### config.mk
export PLATFORM = sky130hd
export DESIGN_NAME = video_timing_ctrl
export DESIGN_NICKNAME = d
export VERILOG_FILES = /design/src/rtl/video_timing_pkg.sv /design/src/rtl/sync_2ff.sv /design/src/rtl/video_timing_ctrl.sv
export SDC_FILE = /design/constraint.sdc
export NUM_CORES = 1
export LEC_CHECK = 0
export ABC_AREA = 1
export CELL_PAD_IN_SITES_DETAIL_PLACEMENT = 1
export CELL_PAD_IN_SITES_GLOBAL_PLACEMENT = 2
export CORE_UTILIZATION = 29
export DETAILED_ROUTE_END_ITERATION = 7
export PLACE_DENSITY = 0.89
export SYNTH_ARGS = -nofsm -noshare
export SYNTH_HDL_FRONTEND = slang
export SYNTH_SLANG_ARGS = --single-unit
### constraint.sdc
create_clock -name pixel_clk -period 4.1 [get_ports pixel_clk]
set_input_delay 0.82 -clock pixel_clk [delete_from_list [all_inputs] [get_ports pixel_clk]]
set_output_delay 0.82 -clock pixel_clk [all_outputs]
set_load 0.1 [all_outputs]
### src/rtl/video_timing_pkg.sv
// Shared timing constants, pixel type and counter-width helpers for pixel-domain video blocks.
// Defaults describe the 800x480 panel that the fixed controller used to target.
package video_timing_pkg;

    localparam int DEF_HDISP  = 800;
    localparam int DEF_VDISP  = 480;
    localparam int DEF_HFP    = 40;
    localparam int DEF_HPULSE = 48;
    localparam int DEF_HBP    = 40;
    localparam int DEF_VFP    = 13;
    localparam int DEF_VPULSE = 3;
    localparam int DEF_VBP    = 29;
    localparam int DEF_DATA_W = 24;
    localparam logic [DEF_DATA_W-1:0] DEF_UFLOW_COLOR = 24'hFF00FF;

    typedef logic [DEF_DATA_W-1:0] pixel_t;

    function automatic int htotal(input int disp, input int fp, input int pulse, input int bp);
        return disp + fp + pulse + bp;
    endfunction

    function automatic int vtotal(input int disp, input int fp, input int pulse, input int bp);
        return disp + fp + pulse + bp;
    endfunction

    // Bits needed to hold 0..total-1.
    function automatic int cnt_w(input int total);
        return (total > 1) ? $clog2(total) : 1;
    endfunction

endpackage

### src/rtl/sync_2ff.sv
// Single-bit two-flop synchroniser with asynchronous active-high reset.
// The input must be a level; pulses shorter than two destination clocks may be lost.
module sync_2ff (
    input  logic i_clk,
    input  logic i_rst,
    input  logic i_d,
    output logic o_q
);

    logic r_meta;
    logic r_sync;

    always_ff @(posedge i_clk or posedge i_rst) begin
        if (i_rst) begin
            r_meta <= 1'b0;
            r_sync <= 1'b0;
        end else begin
            r_meta <= i_d;
            r_sync <= r_meta;
        end
    end

    assign o_q = r_sync;

endmodule

### src/rtl/video_timing_ctrl.sv
// Parametrised display timing generator: HS/VS/BLANK, show-ahead FIFO pop, underflow
// substitution and counting, frame/line markers and pixel coordinates.
module video_timing_ctrl
    import video_timing_pkg::*;
#(
    parameter int HDISP  = DEF_HDISP,
    parameter int VDISP  = DEF_VDISP,
    parameter int HFP    = DEF_HFP,
    parameter int HPULSE = DEF_HPULSE,
    parameter int HBP    = DEF_HBP,
    parameter int VFP    = DEF_VFP,
    parameter int VPULSE = DEF_VPULSE,
    parameter int VBP    = DEF_VBP,
    parameter bit HS_POL = 1'b0,
    parameter bit VS_POL = 1'b0,
    parameter int DATA_W = DEF_DATA_W,
    parameter logic [DATA_W-1:0] UFLOW_COLOR = DATA_W'(DEF_UFLOW_COLOR),
    localparam int HTOTAL = htotal(HDISP, HFP, HPULSE, HBP),
    localparam int VTOTAL = vtotal(VDISP, VFP, VPULSE, VBP),
    localparam int HW     = cnt_w(HTOTAL),
    localparam int VW     = cnt_w(VTOTAL)
) (
    input  logic              pixel_clk,
    input  logic              pixel_rst,
    input  logic              start_async,
    input  logic [DATA_W-1:0] fifo_rdata,
    input  logic              fifo_rempty,
    output logic              fifo_read,
    output logic [DATA_W-1:0] RGB,
    output logic              HS,
    output logic              VS,
    output logic              BLANK,
    output logic              frame_start,
    output logic              line_start,
    output logic [HW-1:0]     pix_x,
    output logic [VW-1:0]     pix_y,
    output logic              running,
    output logic              uflow_sticky,
    output logic [15:0]       uflow_cnt
);

    localparam logic [HW-1:0] H_ACT_END  = HW'(HDISP);
    localparam logic [HW-1:0] H_SYNC_BEG = HW'(HDISP + HFP);
    localparam logic [HW-1:0] H_SYNC_END = HW'(HDISP + HFP + HPULSE);
    localparam logic [HW-1:0] H_LAST     = HW'(HTOTAL - 1);
    localparam logic [VW-1:0] V_ACT_END  = VW'(VDISP);
    localparam logic [VW-1:0] V_SYNC_BEG = VW'(VDISP + VFP);
    localparam logic [VW-1:0] V_SYNC_END = VW'(VDISP + VFP + VPULSE);
    localparam logic [VW-1:0] V_LAST     = VW'(VTOTAL - 1);

    if (HDISP < 1 || VDISP < 1 || HFP < 1 || HPULSE < 1 || HBP < 1 ||
        VFP < 1 || VPULSE < 1 || VBP < 1) begin : g_bad_timing
        $error("video_timing_ctrl: every display, porch and pulse parameter must be >= 1");
    end

    logic          w_start_sync;
    logic          r_running;
    logic [HW-1:0] r_h;
    logic [VW-1:0] r_v;
    logic          r_blank;
    logic          r_hs;
    logic          r_vs;
    logic          r_frame_start;
    logic          r_line_start;
    logic [HW-1:0] r_pix_x;
    logic [VW-1:0] r_pix_y;
    logic          r_uflow_sticky;
    logic [15:0]   r_uflow_cnt;

    logic w_h_act;
    logic w_v_act;
    logic w_hs_act;
    logic w_vs_act;
    logic w_h_zero;
    logic w_underflow;

    sync_2ff u_start_sync (
        .i_clk (pixel_clk),
        .i_rst (pixel_rst),
        .i_d   (start_async),
        .o_q   (w_start_sync)
    );

    // Counters hold at the origin until started, so the first counted cycle is h=0,v=0.
    always_ff @(posedge pixel_clk or posedge pixel_rst) begin
        if (pixel_rst) begin
            r_running <= 1'b0;
            r_h       <= '0;
            r_v       <= '0;
        end else begin
            if (w_start_sync) begin
                r_running <= 1'b1;
            end
            if (r_running) begin
                if (r_h == H_LAST) begin
                    r_h <= '0;
                    r_v <= (r_v == V_LAST) ? '0 : r_v + VW'(1);
                end else begin
                    r_h <= r_h + HW'(1);
                end
            end
        end
    end

    assign w_h_act     = (r_h < H_ACT_END);
    assign w_v_act     = (r_v < V_ACT_END);
    assign w_hs_act    = r_running && (r_h >= H_SYNC_BEG) && (r_h < H_SYNC_END);
    assign w_vs_act    = r_running && (r_v >= V_SYNC_BEG) && (r_v < V_SYNC_END);
    assign w_h_zero    = (r_h == '0);
    assign w_underflow = r_blank & fifo_rempty;

    always_ff @(posedge pixel_clk or posedge pixel_rst) begin
        if (pixel_rst) begin
            r_blank        <= 1'b0;
            r_hs           <= ~HS_POL;
            r_vs           <= ~VS_POL;
            r_frame_start  <= 1'b0;
            r_line_start   <= 1'b0;
            r_pix_x        <= '0;
            r_pix_y        <= '0;
            r_uflow_sticky <= 1'b0;
            r_uflow_cnt    <= '0;
        end else begin
            r_blank       <= r_running && w_h_act && w_v_act;
            r_hs          <= w_hs_act ? HS_POL : ~HS_POL;
            r_vs          <= w_vs_act ? VS_POL : ~VS_POL;
            r_frame_start <= r_running && w_h_zero && (r_v == '0);
            r_line_start  <= r_running && w_h_zero && w_v_act;
            r_pix_x       <= r_h;
            r_pix_y       <= r_v;
            // Timing never stalls on an empty FIFO; the missing pixel is replaced and counted.
            if (w_underflow) begin
                r_uflow_sticky <= 1'b1;
                if (r_uflow_cnt != 16'hFFFF) begin
                    r_uflow_cnt <= r_uflow_cnt + 16'd1;
                end
            end
        end
    end

    assign fifo_read    = r_blank & ~fifo_rempty;
    assign RGB          = r_blank ? (fifo_rempty ? UFLOW_COLOR : fifo_rdata) : '0;
    assign BLANK        = r_blank;
    assign HS           = r_hs;
    assign VS           = r_vs;
    assign frame_start  = r_frame_start;
    assign line_start   = r_line_start;
    assign pix_x        = r_pix_x;
    assign pix_y        = r_pix_y;
    assign running      = r_running;
    assign uflow_sticky = r_uflow_sticky;
    assign uflow_cnt    = r_uflow_cnt;

endmodule

==> impl_metrics.csv, run 1 <==
group,metric,value,unit
run_status,status,"completed",
placed_design,placedCellCount,631,
worst_setup_path,crit_chain,"clkdlybuf4s50_1",
clocking,cts_max_path_buffers,2,
timing,setup-tns-final,0,ps
clocking,cts_sinks,65,
yosys,yosysTopAreaCellShare,0.485,
global_route,grt_pass1_wl,14.7,mm
worst_setup_path,critPathKind,"register to primary output",
routing,wl_per_cell,13.5,µm
yosys,syn_area_per_cell,8.08,µm²
worst_setup_path,crit_family,"buffers and inverters",
routing,drtIter0Drc,74,
finish,multi_input_area,0.00142,mm²
die,die_w,108,µm
hold_path,holdPathStages,0,
finish,drive_above_1_share,0.140,
clocking,postCtsSetupBuffers,0,
yosys,netlist_top_cells_area,"dfrtp_1, nand2_1, nor2_1",
worst_setup_path,ff2ff_path_depth,4,
worst_setup_path,reg2reg_from,"BLANK",
die,fp.dieH,108,µm
clocking,clock_latency,350,ps
timing,period_share,0.767,
power_and_ir_drop,leakagePower,2.18,nW
yosys,syn_nets,437,
power_and_ir_drop,power_density,511,mW/mm²
worst_setup_path,start_kind,"register",
timing,finalSetupViolCount,0,
routing,firstDrtPassIters,4,
die,rows,38,
global_route,grt_pass1_vias,3042,
routing,drc,0,
timing,setup_slack,955,ps
finish,fin_area,0.00449,mm²
routing,vias_per_cell,4.51,
routing,drtAntennaViolNets,0,
routing,routed_wirelength,8.74,mm
worst_setup_path,critPathCaptureType,"primary output",
yosys,synth-seq-cells,65,
worst_setup_path,worst-path-buf-inv,1,
placed_design,place_ws,1240,ps
placed_design,dp_hpwl,6.57,mm
worst_setup_path,slowest_stage,"clkdlybuf4s50_1",
global_route,overflow,0,
worst_setup_path,r2r-end,"uflow_cnt[2]",
finish,layout.area.seq,0.00163,mm²
hold_path,hold_path_startpoint,"u_start_sync.r_meta",
routing,vias,2915,
yosys,synth_area_leader_cell,"dfrtp_1",
clocking,h-tree-depth,3,
timing,finalCriticalPeriod,3150,ps
placed_design,port_buffers,95,
worst_setup_path,slowest_delay,1250,ps
timing,rsz0062_at_grt,"no",
clocking,ctsHoldBuffers,0,
finish,antennaDiodeCount,0,
finish,instances_no_fill,647,
die,ioPinCount,96,
finish,nets,537,
clocking,clkTransAtPathRegs,80,ps
finish,nFillCells,1320,
timing,max_freq,318,MHz
yosys,yosys_warnings,0,
yosys,yosysSeqAreaShare,0.501,
yosys,ys_types,32,
flow_run,max_cap_violations,0,
die,core,0.0109,mm²
timing,final_max_slew_viol_count,0,
worst_setup_path,arrival,2330,ps
power_and_ir_drop,ir_worst_vdd,266,µV
global_route,grtUsageTotal,0.161,
worst_setup_path,worst-path-max-fanout,19,
yosys,synth.cell_area,0.00325,mm²
placed_design,place.gp.congestion,0.824,
clocking,ctsResizeCount,0,
clocking,root_buffer,"clkbuf_8",
global_route,antenna_found_initial,0,
clocking,cts_tree,"yes",
die,start_util,0.298,
die,dieArea,0.0116,mm²
global_route,grt_max_degree,66,
timing,fin_worst_skew,12.0,ps
hold_path,hold_class,"register to register",
timing,hold_viol,0,
finish,syn_to_final_growth,38.2,%
hold_path,hold_end,"u_start_sync.o_q",
placed_design,place_area,0.00429,mm²
worst_setup_path,required,3280,ps
power_and_ir_drop,total_power,2.30,mW
worst_setup_path,r2r_setup_slack,2170,ps
timing,tightest_slew,1000,ps
timing,slew_headroom,0.330,
worst_setup_path,crit_start,"BLANK",
yosys,syn_inst,402,
clocking,cts_made_buffers,9,
layout make-up:
class                   count  share of cell area
inverters                  41              0.0343
flip-flops and latches     65               0.363
clock buffers               9              0.0276
repair buffers             96               0.202
well taps                 140              0.0390
multi-input cells         289               0.317
clock inverters             7              0.0173
metal layers:
layer / vias to the layer above / part of all wire / track usage
li1: 1447 / - / -
met1: 1423 / 0.43 / 0.201
met2: 35 / 0.53 / 0.280
met3: 10 / 0.025 / 0.0339
met4: 0 / 0.011 / 0.0440
met5: - / 0 / 0
sequential cells by signal (all words and copies together), names as in the netlist:
signal               cells
pix_x                   10
u_start_sync.o_q         1
HS                       1
u_start_sync.r_meta      1
BLANK                    1
VS                       1
line_start               1
uflow_sticky             1
r_v                     10
pix_y                   10
r_h                     10
uflow_cnt               16
frame_start              1
running                  1
cells in the final DEF, fill, tap and decap left out, types with 2 or more instances in the layout:
master           instances
nand2_1                143
clkdlybuf4s50_1         70
dfrtp_1                 63
nor2_1                  48
inv_1                   34
buf_4                   25
nand3_1                 19
xor2_1                  10
clkbuf_8                 9
nand4_1                  8
o21ai_1                  7
xnor2_1                  7
ha_1                     7
inv_2                    6
nor2_2                   6
o21ai_0                  6
nor3_1                   6
nand2_2                  4
or2_2                    3
clkinvlp_4               3
dfstp_2                  2
nor3_2                   2
nor3_4                   2
a21oi_1                  2
nor4_1                   2
Yosys cell counts:
| library cell | number |
|---|---|
| nand2_2 | 4 |
| nand3_2 | 1 |
| buf_6 | 2 |
| dfrtp_1 | 63 |
| xor2_1 | 10 |
| clkbuf_1 | 2 |
| or2_2 | 3 |
| o211ai_1 | 1 |
| o2111ai_1 | 1 |
| clkinv_1 | 1 |
| nor3_1 | 6 |
| a31oi_1 | 1 |
| nand2_4 | 1 |
| o21ai_4 | 1 |
| dfstp_2 | 2 |
| inv_1 | 35 |
| buf_2 | 3 |
| nor2_2 | 6 |
| nor2_1 | 48 |
| nand3_1 | 19 |
| o21ai_0 | 6 |
| a21oi_1 | 2 |
| nand2_1 | 143 |
| xnor2_1 | 7 |
| ha_1 | 7 |
| nor4_1 | 2 |
| inv_2 | 5 |
| nor2_4 | 1 |
| o21ai_1 | 7 |
| nor3_4 | 2 |
| nor3_2 | 2 |
| nand4_1 | 8 |
through the flow:
stage               hold slack, ps   util
floorplan                      331      -
global placement               342  0.394
detailed placement             343  0.394
CTS                            369  0.412
global route                   377  0.412
finish                         365  0.412
how the worst max path moves through the flow:
stage               to  slack [ps]  cells past startpoint
4_1_cts          BLANK         930                      1
2_1_floorplan  RGB[10]         560                      3
3_3_place_gp    RGB[0]        1300                      4
6_report         BLANK         950                      1
5_1_grt          BLANK         850                      1
3_5_place_dp    RGB[0]        1240                      4
cell families (layout without fill, tap and decap cells):
logic type	count (synthesis)	in the layout	synth area share
and+or+nand+nor	246	246	0.330
buffers and inverters	48	153	0.0612
adders and majority gates	7	7	0.0270
DFF	65	65	0.501
xor gates and xnor gates	17	17	0.0458
AOI/OAI and AO/OA	19	19	0.0350
where the power goes:
part	total (mW)	leakage (nW)	switching [mW]	internal [mW]
Combinational	0.903	1.25	0.689	0.214
Sequential	0.828	0.834	0.0969	0.731
Clock	0.564	0.0938	0.279	0.286
Total	2.30	2.18	1.06	1.23
No activity file was read; power rests on OpenSTA's default activity.
==> run 2, diff against run 1 <==
--- a/config.mk
+++ b/config.mk
@@ -8,9 +8,9 @@
 export ABC_AREA = 1
 export CELL_PAD_IN_SITES_DETAIL_PLACEMENT = 1
 export CELL_PAD_IN_SITES_GLOBAL_PLACEMENT = 2
-export CORE_UTILIZATION = 29
+export CORE_UTILIZATION = 24
 export DETAILED_ROUTE_END_ITERATION = 7
-export PLACE_DENSITY = 0.89
+export PLACE_DENSITY = 0.79
 export SYNTH_ARGS = -nofsm -noshare
 export SYNTH_HDL_FRONTEND = slang
 export SYNTH_SLANG_ARGS = --single-unit
==> constraint.sdc (replaced) <==
create_clock -name pixel_clk -period 2.77 [get_ports pixel_clk]
set_input_delay 0.554 -clock pixel_clk [delete_from_list [all_inputs] [get_ports pixel_clk]]
set_output_delay 0.554 -clock pixel_clk [all_outputs]
set_load 0.1 [all_outputs]
==> impl_metrics.csv, run 2 (synthesis gave the netlist of run 1 again) <==
group,metric,value,unit
timing,finalSetupViolCount,0,
worst_setup_path,arrival,1850,ps
finish,antennaDiodeCount,0,
timing,hold-worst-slack,347,ps
placed_design,dp_hpwl,7.00,mm
clocking,cts_tree,"yes",
placed_design,place_area,0.00460,mm²
finish,final_common_cell,"nand2_1",
timing,final_max_slew_viol_count,0,
clocking,h-tree-depth,3,
power_and_ir_drop,ir_worst_vdd,386,µV
timing,max_freq,416,MHz
die,dieArea,0.0140,mm²
worst_setup_path,required,2220,ps
worst_setup_path,worst-path-max-fanout,19,
routing,firstDrtPassIters,4,
timing,tightest_slew,587,ps
clocking,ctsResizeCount,0,
worst_setup_path,slowest_stage,"clkdlybuf4s50_1",
clocking,root_buffer,"clkbuf_16",
routing,drtIter0Drc,93,
placed_design,placedCellCount,669,
clocking,clock_latency,330,ps
die,fp.dieH,118,µm
die,start_util,0.245,
flow_run,max_cap_violations,0,
routing,routed_wirelength,9.11,mm
placed_design,place.gp.congestion,0.800,
placed_design,port_buffers,95,
run_status,status,"completed",
clocking,clkTransAtPathRegs,50,ps
die,die_w,118,µm
timing,finalCriticalPeriod,2400,ps
routing,vias_per_cell,4.31,
power_and_ir_drop,leakagePower,2.43,nW
hold_path,hold_class,"register to register",
global_route,grt_pass1_wl,15.8,mm
worst_setup_path,critPathKind,"input port to primary output",
power_and_ir_drop,total_power,3.85,mW
global_route,overflow,0,
finish,largest_reg_flops,16,
power_and_ir_drop,power_density,781,mW/mm²
die,rows,42,
finish,finish.utilization,0.372,
timing,slew_headroom,0.608,
clocking,cts_sinks,65,
clocking,postCtsSetupBuffers,0,
finish,syn_to_final_growth,51.6,%
clocking,cts_max_path_buffers,2,
timing,rsz0062_at_grt,"no",
finish,fin_area,0.00493,mm²
global_route,grt_pass1_vias,3187,
clocking,ctsHoldBuffers,0,
finish,layout_common_cells,"nand2_1, dfrtp_1, buf_4, nor2_1, inv_1",
worst_setup_path,critPathCaptureType,"primary output",
die,core,0.0132,mm²
timing,period_share,0.868,
finish,instances_no_fill,685,
timing,hold_viol,0,
global_route,grtUsageTotal,0.142,
finish,drive_above_1_share,0.263,
die,ioPinCount,96,
routing,drtAntennaViolNets,0,
routing,vias,2952,
timing,fin_worst_skew,8.51,ps
routing,drc,0,
worst_setup_path,slowest_delay,550,ps
global_route,antenna_found_initial,0,
clocking,cts_made_buffers,9,
worst_setup_path,start_kind,"input port",
finish,nets,539,
worst_setup_path,crit_chain,"clkdlybuf4s50_1, nand2_2, nand2_1, buf_12",
routing,wl_per_cell,13.3,µm
global_route,grt_max_degree,66,
## run 2: critical path: cells and delay by family
kind / cells / cell delay [ps]
buffers and inverters: 2 / 740
AND/OR/NAND/NOR: 2 / 550
## run 2: final timing paths
path	slack [ps]	cells past startpoint	to	startpoint
max	370	4	RGB[23]	fifo_rempty
min	350	0	u_start_sync.o_q	u_start_sync.r_meta
max reg2reg	950	6	r_v[7]	r_h[1]
min reg2reg	350	0	u_start_sync.o_q	u_start_sync.r_meta
max in group asynchronous	1810	3	HS	pixel_rst
min in group asynchronous	620	3	uflow_cnt[8]	pixel_rst
## run 2: per-stage QoR
stage / setup TNS, ps / setup slack [ps]
after detailed placement: 0 / 353
after global placement: 0 / 400
after floorplan: -1630 / -183
after global routing: 0 / 286
final: 0 / 365
after CTS: 0 / 349
## run 2: layer usage
| layer | wire [µm] | global-route usage |
|---|---|---|
| met5 | 0 | 0 |
| met4 | 136 | 0.0417 |
| met3 | 349 | 0.0357 |
| met2 | 4630 | 0.253 |
| met1 | 3990 | 0.168 |
## run 2: area by class of cell
class | instances | area [µm²]
clock buffer | 12 | 246
clock inverter | 4 | 76.3
fill | 1551 | 8320
inverter | 41 | 154
multi-input combinational | 289 | 1470
sequential | 65 | 1630
tap | 176 | 220
timing repair buffer | 98 | 1130
## run 2: power by group
part | leakage, nW | internal, mW | switching, mW
registers | 0.834 | 1.08 | 0.150
clock network | 0.153 | 0.814 | 0.417
logic | 1.44 | 0.340 | 1.04
total | 2.43 | 2.24 | 1.61
